File: config.mk
export PLATFORM = sky130hd
export DESIGN_NAME = hazard_ctrl
export DESIGN_NICKNAME = d
export VERILOG_FILES = /design/src/rtl/hazard_pkg.sv /design/src/rtl/stall_timer.sv /design/src/rtl/hazard_ctrl.sv
export SDC_FILE = /design/constraint.sdc
export NUM_CORES = 1
export LEC_CHECK = 0
export ABC_CLOCK_PERIOD_IN_PS = 4900
export CORE_AREA = 4 4 45 47
export CTS_CLUSTER_SIZE = 14
export DETAILED_ROUTE_END_ITERATION = 6
export DIE_AREA = 0 0 49 51
export DONT_BUFFER_PORTS = 1
export PLACE_DENSITY_LB_ADDON = 0.3
export SYNTH_ARGS = -nofsm -noshare
export SYNTH_HDL_FRONTEND = slang
export SYNTH_SLANG_ARGS = --single-unit
File: constraint.sdc
create_clock -name i_clk -period 4.9 [get_ports i_clk]
set_clock_uncertainty 0.05 [all_clocks]
set_input_delay 1.47 -clock i_clk [delete_from_list [all_inputs] [get_ports i_clk]]
set_output_delay 1.47 -clock i_clk [all_outputs]
set_load 0.03 [all_outputs]
File: src/rtl/hazard_pkg.sv
// hazard_pkg: shared definitions for the pipeline hazard sequencer.
//   state_t   : sequencer state encoding (RUN=0, LU_HOLD=1, MD_BUSY=2)
//   REG_ZERO  : hard-wired zero register number (never a real dependency)
//   cnt_width : width of the shared stall down-counter
package hazard_pkg;

    typedef enum logic [1:0] {
        RUN     = 2'd0,
        LU_HOLD = 2'd1,
        MD_BUSY = 2'd2
    } state_t;

    localparam logic [4:0] REG_ZERO = 5'd0;

    // clog2(max(md, lu)), never below one bit so the counter always exists.
    function automatic int cnt_width(input int md, input int lu);
        int m;
        int w;
        m = (md > lu) ? md : lu;
        w = $clog2(m);
        return (w < 1) ? 1 : w;
    endfunction

endpackage

File: src/rtl/stall_timer.sv
// stall_timer: load / decrement / expire down-counter shared by the
// load-use hold and the mul/div busy window.
//   i_clk, i_rst   : clock, asynchronous active-high reset
//   i_clear        : force count to 0 (highest priority)
//   i_load/i_val   : load a new count
//   i_dec          : decrement, saturating at 0
//   o_last         : count is 1, i.e. this decrement ends the window
module stall_timer
    import hazard_pkg::*;
#(
    parameter int W = 3
) (
    input  logic         i_clk,
    input  logic         i_rst,
    input  logic         i_clear,
    input  logic         i_load,
    input  logic [W-1:0] i_val,
    input  logic         i_dec,
    output logic         o_last
);

    logic [W-1:0] r_cnt;

    always_ff @(posedge i_clk or posedge i_rst) begin
        if (i_rst)
            r_cnt <= '0;
        else if (i_clear)
            r_cnt <= '0;
        else if (i_load)
            r_cnt <= i_val;
        else if (i_dec && (r_cnt != '0))
            r_cnt <= r_cnt - 1'b1;
    end

    assign o_last = (r_cnt == W'(1));

endmodule

File: src/rtl/hazard_ctrl.sv
// hazard_ctrl: pipeline sequencer driving PC, IF/ID and ID/EX enables and
// flushes of the 5-stage core. Resolves taken branch, mul/div occupancy,
// load-use and instruction-memory wait hazards with one fixed priority.
// Outputs are combinational from state and inputs (zero latency).
//   i_clk, i_reset         : clock, asynchronous active-high reset
//   i_id_rs/rt, i_id_uses_rs/rt, i_id_muldiv : ID instruction info
//   i_ex_memread, i_ex_rd, i_ex_br_taken      : EX instruction info
//   i_imem_ready           : instruction memory data valid this cycle
//   o_pc_en, o_ifid_en, o_ifid_flush, o_idex_flush, o_md_busy
// Optional: define HAZ_PERF_CNT_EN to add o_stall_cycles / o_flush_events,
// saturating 32-bit counters cleared by reset.
module hazard_ctrl
    import hazard_pkg::*;
#(
    parameter int MD_LATENCY = 8,
    parameter int LU_STALL   = 1
) (
    input  logic        i_clk,
    input  logic        i_reset,
    input  logic [4:0]  i_id_rs,
    input  logic [4:0]  i_id_rt,
    input  logic        i_id_uses_rs,
    input  logic        i_id_uses_rt,
    input  logic        i_id_muldiv,
    input  logic        i_ex_memread,
    input  logic [4:0]  i_ex_rd,
    input  logic        i_ex_br_taken,
    input  logic        i_imem_ready,
`ifdef HAZ_PERF_CNT_EN
    output logic [31:0] o_stall_cycles,
    output logic [31:0] o_flush_events,
`endif
    output logic        o_pc_en,
    output logic        o_ifid_en,
    output logic        o_ifid_flush,
    output logic        o_idex_flush,
    output logic        o_md_busy
);

    localparam int               CNT_W   = cnt_width(MD_LATENCY, LU_STALL);
    localparam logic [CNT_W-1:0] MD_LOAD = CNT_W'(MD_LATENCY - 1);
    localparam logic [CNT_W-1:0] LU_LOAD = CNT_W'(LU_STALL - 1);

    state_t           r_state, w_next;
    logic             w_lu_hit, w_md_issue, w_last;
    logic             w_clear, w_load, w_dec;
    logic [CNT_W-1:0] w_load_val;

    assign w_lu_hit = i_ex_memread && (i_ex_rd != REG_ZERO) &&
                      ((i_id_uses_rs && (i_id_rs == i_ex_rd)) ||
                       (i_id_uses_rt && (i_id_rt == i_ex_rd)));

    assign w_md_issue = (r_state == RUN) && i_id_muldiv &&
                        !i_ex_br_taken && !w_lu_hit;

    stall_timer #(.W(CNT_W)) u_timer (
        .i_clk  (i_clk),
        .i_rst  (i_reset),
        .i_clear(w_clear),
        .i_load (w_load),
        .i_val  (w_load_val),
        .i_dec  (w_dec),
        .o_last (w_last)
    );

    always_ff @(posedge i_clk or posedge i_reset) begin
        if (i_reset)
            r_state <= RUN;
        else
            r_state <= w_next;
    end

    always_comb begin
        w_next       = r_state;
        w_clear      = 1'b0;
        w_load       = 1'b0;
        w_load_val   = '0;
        w_dec        = 1'b0;
        o_pc_en      = 1'b0;
        o_ifid_en    = 1'b0;
        o_ifid_flush = 1'b0;
        o_idex_flush = 1'b0;
        o_md_busy    = (r_state == MD_BUSY);

        if (i_ex_br_taken) begin
            // Redirect squashes IF and ID; an in-flight mul/div keeps running.
            o_pc_en      = 1'b1;
            o_ifid_en    = 1'b1;
            o_ifid_flush = 1'b1;
            o_idex_flush = 1'b1;
            if (r_state == LU_HOLD) begin
                w_next  = RUN;
                w_clear = 1'b1;
            end else if (r_state == MD_BUSY) begin
                w_dec = 1'b1;
                if (w_last) w_next = RUN;
            end
        end else if (r_state == MD_BUSY) begin
            o_idex_flush = 1'b1;
            w_dec        = 1'b1;
            if (w_last) w_next = RUN;
        end else if ((r_state == LU_HOLD) || w_lu_hit) begin
            o_idex_flush = 1'b1;
            if (r_state == LU_HOLD) begin
                // Dependency already known; no re-compare while holding.
                w_dec = 1'b1;
                if (w_last) w_next = RUN;
            end else if (LU_STALL > 1) begin
                w_next     = LU_HOLD;
                w_load     = 1'b1;
                w_load_val = LU_LOAD;
            end
        end else if (w_md_issue) begin
            // The mul/div itself advances into EX even without fresh fetch data.
            o_pc_en   = 1'b1;
            o_ifid_en = 1'b1;
            if (MD_LATENCY > 1) begin
                w_next     = MD_BUSY;
                w_load     = 1'b1;
                w_load_val = MD_LOAD;
            end
        end else if (!i_imem_ready) begin
            // Bubble into ID while the PC waits on fetch.
            o_ifid_en    = 1'b1;
            o_ifid_flush = 1'b1;
        end else begin
            o_pc_en   = 1'b1;
            o_ifid_en = 1'b1;
        end

        if (i_reset) begin
            w_next       = RUN;
            w_clear      = 1'b0;
            w_load       = 1'b0;
            w_dec        = 1'b0;
            o_pc_en      = 1'b0;
            o_ifid_en    = 1'b0;
            o_ifid_flush = 1'b0;
            o_idex_flush = 1'b0;
            o_md_busy    = 1'b0;
        end
    end

`ifdef HAZ_PERF_CNT_EN
    logic [31:0] r_stall_cycles, r_flush_events;

    always_ff @(posedge i_clk or posedge i_reset) begin
        if (i_reset) begin
            r_stall_cycles <= '0;
            r_flush_events <= '0;
        end else begin
            if (!o_pc_en && (r_stall_cycles != 32'hFFFF_FFFF))
                r_stall_cycles <= r_stall_cycles + 32'd1;
            if (i_ex_br_taken && (r_flush_events != 32'hFFFF_FFFF))
                r_flush_events <= r_flush_events + 32'd1;
        end
    end

    assign o_stall_cycles = r_stall_cycles;
    assign o_flush_events = r_flush_events;
`endif

endmodule

==> qor.txt <==
status - finished clean
Port Buffers - 0
Hold Slack - 453 ps
CP Class - in -> out
Setup TNS - 0 ps
hold path cells - 2
CTS root buf - clkbuf_4
WL per Instance - 13.3 um
unrepaired setup endpoints after global routing - no
CTS buffer count - 3
WP data required - 3380 ps
post-synth top area cell - dfrtp_1
clock buffer depth - 2
Synth Net Count - 107
final-report max-slew violation count - 0
DRT Pass-1 Iters - 4
launch point of the worst reg-to-reg path - r_state[1]$_DFFE_PP0P_
number of cell rows - 15
Placed Instances - 97
routed wire length - 1340 um
P_leak - 0.265 nW
routed vias - 587
Initial Utilization - 0.375
GPL Wtd Cong - 0.787
Die Width - 49 um
#FFs+latches synth - 5
core area - 1650 um^2
R2R setup slack - 3210 ps
Min-Delay Path Class - reg -> reg
largest net degree at the start of global routing - 12
final setup vio count - 0
io pins - 28
Worst path max stage delay - 530 ps
CTS sink count - 5
global-route wire length before repair - 2300 um
Post-synth EDFFs - 0
Critical Path End Type - primary output
CP Launch Point - i_ex_rd[1]
nets - 114
Worst R2R End - u_timer.r_cnt[2]$_DFFE_PP0P_
Area Growth Syn to Fin - 10.7%
worst path arrival time - 2800 ps
n_diodes - 0
DIE AREA - 2500 um^2
crit path cell chain - or4_4 -> o21ai_1 -> o21ai_1 -> o31ai_1 -> buf_4
f_max - 232 MHz
TritonCTS clock tree - built
clk slew on worst S/H paths - 40 ps
DP Area - 659 um^2
Period minus WS final - 4320 ps
Async SR Flop Fraction - 1.00
top cells by area, synth - dfrtp_1 (20%), xnor2_1 (14%), ha_1 (12%)
mapped cell area - 619 um^2
dominant synthesized flop cell - dfrtp_1
DRC - 0
synthesized area per cell - 7.94 um^2
post-synth top area share - 0.202
Worst Tran Pin Value - 569 ps
initial antenna violation count - 0
Worst VDD drop - 0.000202 V
vias per cell - 5.81
yosys warns - 0
Post-Layout Inst Area - 686 um^2
Max Cap Violations - 0
Worst path slowest cell - or4_4
worst rel slew slack - 0.620
Most common cell on crit path - o21ai_1
Worst-Skew Late Latency - 240 ps
H-tree levels - 1
Synth Instances - 78
Fin. Hold Viols - 0
CTS Hold Bufs - 0
Final Instance Count excl. Fillers - 101
Pwr Density - 322 nW/um^2
Worst R2R Path Depth - 7
Post-DRT Antenna Nets - 0
die height - 51 um
number of global-route vias before repair - 550
synth unique cells - 26
worst-path maximum fanout - 3
Post-DP HPWL - 1140 um
post-CTS setup buffer count - 0
# resized after CTS - 0
Worst setup endpoint - o_pc_en
grt ovf - 0
Worst Setup Start Kind - primary input
layout cells sized above 1 - 0.131
Seq/Total Area, Yosys - 0.202
GRT Util Overall - 0.115
Synth top cells by count - nand2_1 (10), xnor2_1 (10), ha_1 (6)
Final Cycle Share - 0.881
Iter 0 DRT Violations - 21
-- layout by cell type (no fill, tap or decap), drive strengths merged --
master / synthesis / layout
o31ai: 1 / 1
o311ai: 1 / 1
o21ai: 5 / 5
or4: 1 / 1
nor3: 1 / 1
a21oi: 5 / 5
nand4: 3 / 3
xor2: 1 / 1
o21a: 1 / 1
a31oi: 2 / 2
nand2: 10 / 10
o211ai: 3 / 3
buf: 0 / 3
o32ai: 1 / 1
a2111oi: 1 / 1
nor2b: 3 / 3
o22ai: 1 / 1
o22a: 1 / 1
nand3: 3 / 3
clkbuf: 1 / 4
inv: 7 / 7
nor2: 5 / 5
ha: 6 / 6
dfrtp: 5 / 5
xnor2: 10 / 10
-- worst max-delay path: cells and delay by family --
kind	cells	cell delay, ps
AO/OA/AOI/OAI	3	600
AND/OR/NAND/NOR	1	530
buffers and inverters	1	200
-- state kept, by name (all words and copies together), names as in the netlist --
register / flops
u_timer.r_cnt: 3
r_state: 2
-- how the worst min path moves through the flow --
stage / from / endpoint / slack (ps)
2_1_floorplan: u_timer.r_cnt[1]$_DFFE_PP0P_ / u_timer.r_cnt[1]$_DFFE_PP0P_ / 420
3_3_place_gp: u_timer.r_cnt[1]$_DFFE_PP0P_ / u_timer.r_cnt[1]$_DFFE_PP0P_ / 450
3_5_place_dp: u_timer.r_cnt[1]$_DFFE_PP0P_ / u_timer.r_cnt[1]$_DFFE_PP0P_ / 450
4_1_cts: u_timer.r_cnt[1]$_DFFE_PP0P_ / u_timer.r_cnt[1]$_DFFE_PP0P_ / 460
5_1_grt: u_timer.r_cnt[1]$_DFFE_PP0P_ / u_timer.r_cnt[1]$_DFFE_PP0P_ / 530
6_report: u_timer.r_cnt[1]$_DFFE_PP0P_ / u_timer.r_cnt[1]$_DFFE_PP0P_ / 450
-- power by group --
group	switching (mW)	total [mW]	leakage [nW]	internal, mW
sequential	0.0110	0.0665	0.0592	0.0555
combinational	0.0626	0.108	0.191	0.0457
clock	0.0150	0.0457	0.0150	0.0307
-- cell families (layout without fill, tap and decap cells) --
kind of cell             Yosys count  after routing  share of synthesized area
AND/OR/NAND/NOR                   26             26                      0.202
AO/OA/AOI/OAI                     22             22                      0.271
XOR/XNOR                          11             11                      0.156
buffers and inverters              8             14                     0.0485
adder cells (fa/ha/maj)            6              6                      0.121
flip-flops                         5              5                      0.202
-- metrics by stage --
stage	power [mW]	worst slack, ps	util
4_1_cts	0.225	584	0.415
6_report	0.220	583	0.415
3_3_place_gp	0.174	624	0.399
2_1_floorplan	0.153	289	-
3_5_place_dp	0.176	588	0.399
5_1_grt	0.248	477	0.415
-- layout make-up --
class | instances | area [um^2]
well taps | 17 | 21.3
flip-flops and latches | 5 | 125
fillers | 173 | 966
inverters | 7 | 26.3
repair buffers | 3 | 22.5
clock buffers | 4 | 26.3
multi-input cells | 65 | 464
-- per-layer routing --
layer | global-route usage | wire length, um
met5 | 0 | 0
met4 | 0.0673 | 0
met3 | 0.0496 | 159
met2 | 0.176 | 610
met1 | 0.131 | 573
Note: power is estimated with default switching activity, not from simulation.
